### src/rtl/sha_digest_acc_pkg.sv
// rtl/sha_digest_acc_pkg.sv - shared widths and SHA-256 constants for the digest accumulator
package sha_digest_acc_pkg;

    localparam int WORD_S    = 32;
    localparam int H_BLKCNT  = 8;
    localparam int H_SIZE    = WORD_S * H_BLKCNT;
    localparam int NUM_CH    = 4;
    localparam int OUT_WORDS = 8;

    // Channel index width, never narrower than one bit so a single-channel build still has a port.
    function automatic int ch_width(input int n);
        return (n <= 1) ? 1 : $clog2(n);
    endfunction

    localparam int CH_W = ch_width(NUM_CH);

    // SHA-256 initial hash value; word k lives at [k*WORD_S +: WORD_S] (H0 in the low bits).
    localparam logic [H_SIZE-1:0] SHA256_IV = {
        32'h5be0cd19, 32'h1f83d9ab, 32'h9b05688c, 32'h510e527f,
        32'ha54ff53a, 32'h3c6ef372, 32'hbb67ae85, 32'h6a09e667
    };

endpackage

### src/rtl/sha_digest_acc_if.sv
// rtl/sha_digest_acc_if.sv - load/accumulate/digest bus of the digest accumulator
interface sha_digest_acc_if #(
    parameter int WORD_S    = sha_digest_acc_pkg::WORD_S,
    parameter int H_BLKCNT  = sha_digest_acc_pkg::H_BLKCNT,
    parameter int NUM_CH    = sha_digest_acc_pkg::NUM_CH,
    parameter int OUT_WORDS = sha_digest_acc_pkg::OUT_WORDS
) ();

    localparam int H_SIZE = WORD_S * H_BLKCNT;
    localparam int CH_W   = sha_digest_acc_pkg::ch_width(NUM_CH);

    logic                          load_i;
    logic [CH_W-1:0]               load_ch_i;
    logic [H_SIZE-1:0]             H_prev_i;
    logic                          acc_valid_i;
    logic                          acc_ready_o;
    logic [CH_W-1:0]               acc_ch_i;
    logic                          acc_last_i;
    logic [H_SIZE-1:0]             work_i;
    logic                          dig_valid_o;
    logic                          dig_ready_i;
    logic [CH_W-1:0]               dig_ch_o;
    logic [WORD_S*OUT_WORDS-1:0]   dig_o;
    logic [NUM_CH-1:0]             loaded_o;
    logic                          err_o;

    modport master (
        output load_i, load_ch_i, H_prev_i, acc_valid_i, acc_ch_i, acc_last_i, work_i, dig_ready_i,
        input  acc_ready_o, dig_valid_o, dig_ch_o, dig_o, loaded_o, err_o
    );

    modport slave (
        input  load_i, load_ch_i, H_prev_i, acc_valid_i, acc_ch_i, acc_last_i, work_i, dig_ready_i,
        output acc_ready_o, dig_valid_o, dig_ch_o, dig_o, loaded_o, err_o
    );

endinterface

### src/rtl/sha_vec_add.sv
// rtl/sha_vec_add.sv - lane-wise modulo-2^WORD_S adder over an H-sized vector
module sha_vec_add #(
    parameter int WORD_S   = 32,
    parameter int H_BLKCNT = 8
) (
    input  logic [WORD_S*H_BLKCNT-1:0] i_a,
    input  logic [WORD_S*H_BLKCNT-1:0] i_b,
    output logic [WORD_S*H_BLKCNT-1:0] o_sum
);

    // Each lane wraps on its own; carries never cross into the neighbouring word.
    for (genvar k = 0; k < H_BLKCNT; k++) begin : g_lane
        assign o_sum[k*WORD_S +: WORD_S] = i_a[k*WORD_S +: WORD_S] + i_b[k*WORD_S +: WORD_S];
    end

endmodule

### src/rtl/sha_digest_acc.sv
// rtl/sha_digest_acc.sv - multi-channel SHA-256 H-state accumulator with registered digest output
module sha_digest_acc
    import sha_digest_acc_pkg::*;
#(
    parameter int WORD_S    = sha_digest_acc_pkg::WORD_S,
    parameter int H_BLKCNT  = sha_digest_acc_pkg::H_BLKCNT,
    parameter int NUM_CH    = sha_digest_acc_pkg::NUM_CH,
    parameter int OUT_WORDS = sha_digest_acc_pkg::OUT_WORDS
) (
    input  logic             clk,
    input  logic             reset,
    sha_digest_acc_if.slave  bus
);

    localparam int H_SIZE = WORD_S * H_BLKCNT;
    localparam int CH_W   = ch_width(NUM_CH);
    localparam int DIG_W  = WORD_S * OUT_WORDS;

    logic [H_SIZE-1:0]  r_h [NUM_CH];
    logic [NUM_CH-1:0]  r_loaded;
    logic               r_dig_valid;
    logic [CH_W-1:0]    r_dig_ch;
    logic [DIG_W-1:0]   r_dig;
    logic               r_err;

    logic               w_load_ok;
    logic               w_acc_ok;
    logic               w_ready;
    logic               w_acc_fire;
    logic               w_dig_take;
    logic [CH_W-1:0]    w_load_idx;
    logic [CH_W-1:0]    w_acc_idx;
    logic [H_SIZE-1:0]  w_h_sel;
    logic [H_SIZE-1:0]  w_sum;

    assign w_load_ok  = {1'b0, bus.load_ch_i} < (CH_W+1)'(NUM_CH);
    assign w_acc_ok   = {1'b0, bus.acc_ch_i} < (CH_W+1)'(NUM_CH);
    assign w_load_idx = w_load_ok ? bus.load_ch_i : '0;
    assign w_acc_idx  = w_acc_ok ? bus.acc_ch_i : '0;

    // A same-channel load blocks the accumulate; a stalled digest blocks everything that could emit.
    assign w_ready    = ~(bus.load_i & (bus.load_ch_i == bus.acc_ch_i)) & (~r_dig_valid | bus.dig_ready_i);
    assign w_acc_fire = bus.acc_valid_i & w_ready;
    assign w_dig_take = r_dig_valid & bus.dig_ready_i;

    assign w_h_sel = r_h[w_acc_idx];

    sha_vec_add #(
        .WORD_S   (WORD_S),
        .H_BLKCNT (H_BLKCNT)
    ) u_vec_add (
        .i_a   (w_h_sel),
        .i_b   (bus.work_i),
        .o_sum (w_sum)
    );

    // H state, loaded flags, digest register and sticky error; load is applied last so it wins on its channel.
    always_ff @(posedge clk) begin
        if (!reset) begin
            for (int c = 0; c < NUM_CH; c++) begin
                r_h[c] <= '0;
            end
            r_loaded    <= '0;
            r_dig_valid <= 1'b0;
            r_dig_ch    <= '0;
            r_dig       <= '0;
            r_err       <= 1'b0;
        end else begin
            if (w_dig_take) begin
                r_dig_valid <= 1'b0;
            end
            if (w_acc_fire) begin
                if (w_acc_ok) begin
                    r_h[w_acc_idx] <= w_sum;
                    if (!r_loaded[w_acc_idx]) begin
                        r_err <= 1'b1;
                    end
                    if (bus.acc_last_i) begin
                        r_dig               <= w_sum[DIG_W-1:0];
                        r_dig_ch            <= w_acc_idx;
                        r_dig_valid         <= 1'b1;
                        r_loaded[w_acc_idx] <= 1'b0;
                    end
                end else begin
                    r_err <= 1'b1;
                end
            end
            if (bus.load_i) begin
                if (w_load_ok) begin
                    r_h[w_load_idx]      <= bus.H_prev_i;
                    r_loaded[w_load_idx] <= 1'b1;
                end else begin
                    r_err <= 1'b1;
                end
            end
        end
    end

    assign bus.acc_ready_o = w_ready;
    assign bus.dig_valid_o = r_dig_valid;
    assign bus.dig_ch_o    = r_dig_ch;
    assign bus.dig_o       = r_dig;
    assign bus.loaded_o    = r_loaded;
    assign bus.err_o       = r_err;

endmodule

### src/flat_wrapper.sv
// flat-port wrapper written by rule: the top's interface ports become plain ports
module sha_digest_acc_flat import sha_digest_acc_pkg::*;
#(
    parameter int WORD_S    = sha_digest_acc_pkg::WORD_S,
    parameter int H_BLKCNT  = sha_digest_acc_pkg::H_BLKCNT,
    parameter int NUM_CH    = sha_digest_acc_pkg::NUM_CH,
    parameter int OUT_WORDS = sha_digest_acc_pkg::OUT_WORDS
)
  (clk, reset, bus_load_i, bus_load_ch_i, bus_H_prev_i, bus_acc_valid_i, bus_acc_ch_i, bus_acc_last_i, bus_work_i, bus_dig_ready_i, bus_acc_ready_o, bus_dig_valid_o, bus_dig_ch_o, bus_dig_o, bus_loaded_o, bus_err_o);
  sha_digest_acc_if #(.WORD_S(WORD_S), .H_BLKCNT(H_BLKCNT), .NUM_CH(NUM_CH), .OUT_WORDS(OUT_WORDS)) bus_i ();
  input  logic clk;
  input  logic reset;
  input wire logic [$bits(bus_i.load_i)-1:0] bus_load_i;
  input wire logic [$bits(bus_i.load_ch_i)-1:0] bus_load_ch_i;
  input wire logic [$bits(bus_i.H_prev_i)-1:0] bus_H_prev_i;
  input wire logic [$bits(bus_i.acc_valid_i)-1:0] bus_acc_valid_i;
  input wire logic [$bits(bus_i.acc_ch_i)-1:0] bus_acc_ch_i;
  input wire logic [$bits(bus_i.acc_last_i)-1:0] bus_acc_last_i;
  input wire logic [$bits(bus_i.work_i)-1:0] bus_work_i;
  input wire logic [$bits(bus_i.dig_ready_i)-1:0] bus_dig_ready_i;
  output wire logic [$bits(bus_i.acc_ready_o)-1:0] bus_acc_ready_o;
  output wire logic [$bits(bus_i.dig_valid_o)-1:0] bus_dig_valid_o;
  output wire logic [$bits(bus_i.dig_ch_o)-1:0] bus_dig_ch_o;
  output wire logic [$bits(bus_i.dig_o)-1:0] bus_dig_o;
  output wire logic [$bits(bus_i.loaded_o)-1:0] bus_loaded_o;
  output wire logic [$bits(bus_i.err_o)-1:0] bus_err_o;
  assign bus_i.load_i = bus_load_i;
  assign bus_i.load_ch_i = bus_load_ch_i;
  assign bus_i.H_prev_i = bus_H_prev_i;
  assign bus_i.acc_valid_i = bus_acc_valid_i;
  assign bus_i.acc_ch_i = bus_acc_ch_i;
  assign bus_i.acc_last_i = bus_acc_last_i;
  assign bus_i.work_i = bus_work_i;
  assign bus_i.dig_ready_i = bus_dig_ready_i;
  assign bus_acc_ready_o = bus_i.acc_ready_o;
  assign bus_dig_valid_o = bus_i.dig_valid_o;
  assign bus_dig_ch_o = bus_i.dig_ch_o;
  assign bus_dig_o = bus_i.dig_o;
  assign bus_loaded_o = bus_i.loaded_o;
  assign bus_err_o = bus_i.err_o;
  sha_digest_acc #(.WORD_S(WORD_S), .H_BLKCNT(H_BLKCNT), .NUM_CH(NUM_CH), .OUT_WORDS(OUT_WORDS)) u_core (.clk(clk), .reset(reset), .bus(bus_i));
endmodule
### config.mk
export PLATFORM = sky130hd
export DESIGN_NAME = sha_digest_acc_flat
export DESIGN_NICKNAME = d
export VERILOG_FILES = /design/src/rtl/sha_digest_acc_pkg.sv /design/src/rtl/sha_digest_acc_if.sv /design/src/rtl/sha_vec_add.sv /design/src/rtl/sha_digest_acc.sv /design/src/flat_wrapper.sv
export SDC_FILE = /design/constraint.sdc
export NUM_CORES = 2
export LEC_CHECK = 0
export BUFFER_PORTS_ARGS = -buffer_cell sky130_fd_sc_hd__buf_2
export CAP_MARGIN = 5
export CORE_MARGIN = 2
export CORE_UTILIZATION = 64
export DETAILED_ROUTE_END_ITERATION = 8
export GPL_TIMING_DRIVEN = 0
export PLACE_DENSITY = 0.86
export SLEW_MARGIN = 5
export SYNTH_ARGS = -nofsm -noshare
export SYNTH_HDL_FRONTEND = slang
export SYNTH_SLANG_ARGS = --single-unit
### constraint.sdc
create_clock -name clk -period 20.2 [get_ports clk]
set_input_delay 1.01 -clock clk [delete_from_list [all_inputs] [get_ports clk]]
set_output_delay 1.01 -clock clk [all_outputs]
set_load 0.005 [all_outputs]
==> results by stage <==
Run status:
- The flow ran to the end, but the final reports show violations.
- The final reports fail on max-capacitance violations, max-slew violations.

STA:
- The slew at the pin closest to its max-slew limit is 1.58 ns.
- The final count of negative-setup-slack endpoints is 0.
- Setup total negative slack on the finished layout was measured at 0 ns.
- The clock skew is 0.0230 ns.
- Timing would allow up to roughly 0.12 GHz.
- Setup repair after global routing left no endpoint under its margin.
- The share of the cycle needed by the critical path after routing is 40.1%.
- The clock period could shrink to 8.11 ns.
- The final number of max-transition violations was 34.
- The number of hold violations in the final report is 0.
- The worst slew slack as a fraction of its limit is -5.52%.

Clock tree:
- In this run the deepest clock path goes through 3 buffers.
- The count of cells resized by post-cts repair is 0.
- TritonCTS built the clock tree.
- The number of clock sinks is between 1k and 1.5k.
- The number of post-CTS setup repair buffers is 0.
- The TritonCTS buffer count is 136.
- The later pin in the worst-skew pair is clocked with a latency of roughly 0.78 ns.
- In this run, post-CTS hold repair placed 0 buffers.
- The clock root buffer is clkbuf_16.
- The H-tree depth is 4.
- The clock-pin slew reported for the worst setup and hold paths after clock tree synthesis is 0.06 ns.

Global route:
- The overflow left after global routing is 0.
- The via count of the first global-routing pass is 57.4k.
- The global-route wire length before repair is ~380000 um.
- The initial antenna violation count is ~130.
- The largest net degree at the start of global routing is 55.
- The global routing usage summed across all routing layers is 47.2%.

Setup path:
- The most numerous cell on the critical path is clkbuf_1.
- Of all nets on the critical path, the largest fanout is 10.
- The signal on the critical path passes through clkbuf_1, clkbuf_1, clkbuf_1, buf_1, mux4_2, ha_1, inv_1, fa_1, nor2b_1, o211ai_1, a21boi_0, o22ai_1, o2111ai_1, a31oi_1, o31ai_1, a311oi_1, xor2_1, o21ai_0.
- The largest individual stage delay along the critical path comes from the cell clkbuf_1.
- The worst setup path is of the primary input to flip-flop kind.
- The endpoint required time on the critical path is 20.68 ns.
- The launching element type of the critical path is a primary input.
- Data arrives at the worst endpoint at between 8 and 9 ns.
- The worst setup path is captured at a flip-flop.
- Among cell families on the critical path, the largest total delay comes from buffers and inverters.
- In this design, the stage delay of the slowest critical-path cell is 0.97 ns.
- The count of buffering cells on the critical path with inverters included is 5.

Die:
- The die width is 332 um.
- The initial core utilization is 64.4%.
- The die boundary height is 332 um.
- The number of top-level pins is 787.
- The number of rows created at floorplan is 120.
- The placeable core area is 107000 um^2.
- The die covers 110000 um^2.

Placed design:
- The routability-driven placement congestion ratio is ~1.
- The HPWL after detailed placement is around 190000 um.
- Input and output buffers added on the ports amount to 782.

Yosys:
- The most used flip-flop cell after synthesis is edfxtp_1.
- The biggest area contributor in the post-synthesis netlist is edfxtp_1.
- Multiplexer cells account for 8.45% of the synthesized area.
- The synthesized-area fraction occupied by xor and xnor cells is 2.99%.
- Of the total synthesized cell area, the portion taken by AND, OR, NAND and NOR gates is 8.25%.
- The synthesized netlist devotes 20.3% of its cell area to compound gates.
- The dominant combinational cell family by area after synthesis is compound AO/OA/AOI/OAI gates.
- The number of flops mapped to enable cells by yosys is slightly above 1k.
- The average cell area after synthesis is 11.9 um^2.
- After synthesis, the netlist uses 80 different library cells.
- The number of warnings printed during yosys synthesis is 0.
- The share of the synthesized area in the top cell type is between 40% and 50%.
- Summing the areas of all fa, ha and maj instances in the mapped netlist gives 4.74% of the synthesized area.
- After synthesis the cells add up to around 69000 um^2.
- By area the synthesized netlist is led by edfxtp_1 45%, a22o_1 10%, mux4_2 8.4%, dfxtp_1 7.7%, ha_1 4.5%.
- The number of nets in the synthesized netlist is ~6.6k.
- The flip-flop and latch count after synthesis is 1288.
- The share of flip-flops with an asynchronous set or reset is 0%.
- Sequential cells were found to cover 52.3% of the synthesized design area.
- The number of instances in the synthesized netlist is 5809.

Finish:
- Summing all flip-flop and latch instances after layout gives between 30000 and 40000 um^2.
- The share of layout cells above drive strength 1 is 20.1%.
- The fill cell total of the finished layout is 6939.
- The final net count is 7531.
- The multi-input combinational cells in the finished layout cover a total of 30900 um^2.
- From synthesis to final layout, the design area changed by 16.2%.

Pwr:
- The power density over the cells is 96.0 nW/um^2.
- The net switching power figure is 2.40 mW.
- The power share of the clock group is 34.0%.
- For this design the static power due to leakage is 32.0 nW.
- The internal cell power is around 5.3 mW.
- Combinational logic burns 24.2% of the power.
- The peak supply drop is 0.0837 mV.
- The post-route total power is ~7.7 mW.
- The switching portion of total power is ~31%.
- The sequential share of power is 41.9%.

Min path:
- The min-delay analysis places its worst path in the category flip-flop to flip-flop.

Detailed routing:
- For this block, the initial DRC count from the detailed router was 9605.
- The average via count per standard cell is between 7 and 8.
- The detailed-route wire length is 267000 um.
- The residual DRC count is 0.
- The detailed-route via count is slightly above 60k.
- Dividing the detail-routed wire length by the instance count gives around 32 um.
- The number of optimization iterations in the first detailed-route pass is 9.
- The detail route stage leaves a number of antenna-violating nets equal to 0.

Job:
- The number of max-cap violations is 3.
cell usage after synthesis (all sizes together), types with 129 or more instances:
master  instances
edfxtp       1024
a22o          790
nand2         788
a21oi         420
clkbuf        344
o21ai         296
dfxtp         264
mux4          257
ha            248
nor2          161
xnor2         141
a21o          131
nand3         129
worst paths after layout:
check / cells past startpoint / to / slack (ns) / start
worst min register to register: 2 / u_core.bus.dig_o[209]$_SDFFE_PN0P_ / 0.45 / u_core.bus.dig_o[209]$_SDFFE_PN0P_
worst min-delay path: 2 / u_core.bus.dig_o[209]$_SDFFE_PN0P_ / 0.45 / u_core.bus.dig_o[209]$_SDFFE_PN0P_
worst max register to register: 9 / u_core.r_h[2][143]$_DFFE_PP_ / 14.58 / u_core.bus.dig_valid_o$_SDFF_PN0_
worst max-delay path: 18 / u_core.r_h[3][156]$_DFFE_PP_ / 12.09 / bus_acc_ch_i[1]
power groups by stage:
stage,clock network (mW),logic [mW],registers (mW)
after floorplan,0,1.13,3.28
after global placement,0,1.70,3.32
after detailed placement,0,1.76,3.26
after CTS,2.58,1.79,3.21
after global routing,2.67,1.96,3.23
final,2.61,1.86,3.22
tightest hold or removal path, stage by stage, from the launching register on:
cell     delay [ns]
dfxtp_1        0.30
nand2_1        0.05
a21oi_1        0.05
logic make-up (layout without fill, tap and decap cells):
logic type / count (synthesis) / in the layout
flip-flops: 1288 / 1288
XOR/XNOR: 235 / 235
other: 0 / 105
multiplexers: 260 / 260
buffers and inverters: 510 / 1569
AO/OA/AOI/OAI: 1950 / 1950
AND/OR/NAND/NOR: 1310 / 1310
adder cells (fa/ha/maj): 256 / 256
layout by cell type (no fill, tap or decap), types with 127 or more instances in the layout:
cell type  count
clkbuf_16    150
a21o_1       131
clkbuf_1     375
xnor2_1      141
nor2_1       161
nand2_1      788
a21oi_1      418
nand3_1      127
ha_1         248
edfxtp_1    1024
buf_2        844
dfxtp_1      264
o21ai_0      276
a22o_1       790
mux4_2       257
per-stage QoR:
stage,utilization [%],cells,hold slack [ns],area (um^2),worst slack (ns)
2_1_floorplan,-,5809,0.446,68900,9.58
3_3_place_gp,69.7,7994,0.438,74500,1.51
3_5_place_dp,70.3,8017,0.443,75100,11.93
4_1_cts,74.6,8270,0.451,79700,12.64
5_1_grt,74.8,8344,0.465,79900,12.18
6_report,74.9,8376,0.450,80000,12.09
per-layer routing:
layer	vias to the layer above	global-route usage, %	wire (um)
met5	-	0.0434	418
met4	64	34.1	22600
met3	1273	18.2	43400
met2	5661	69.3	115000
met1	28700	57.2	85200
li1	24700	-	-
sequential cells by signal, indices dropped and copies added (netlist names):
signal	cells
u_core.bus.dig_ch_o	2
u_core.r_h	1024
u_core.bus.loaded_o	4
u_core.bus.dig_valid_o	1
u_core.bus.err_o	1
u_core.bus.dig_o	256
cell type report:
type	instances	area share, %
diodes	105	0.328
plain buffers	440	2.18
clock buffers	215	5.26
clock inverters	38	0.497
inverters	70	0.328
multi-input cells	4011	38.6
flip-flops and latches	1288	45.0
well taps	1403	2.19
repair buffers	806	5.61
No activity file was read; power rests on OpenSTA's default activity.
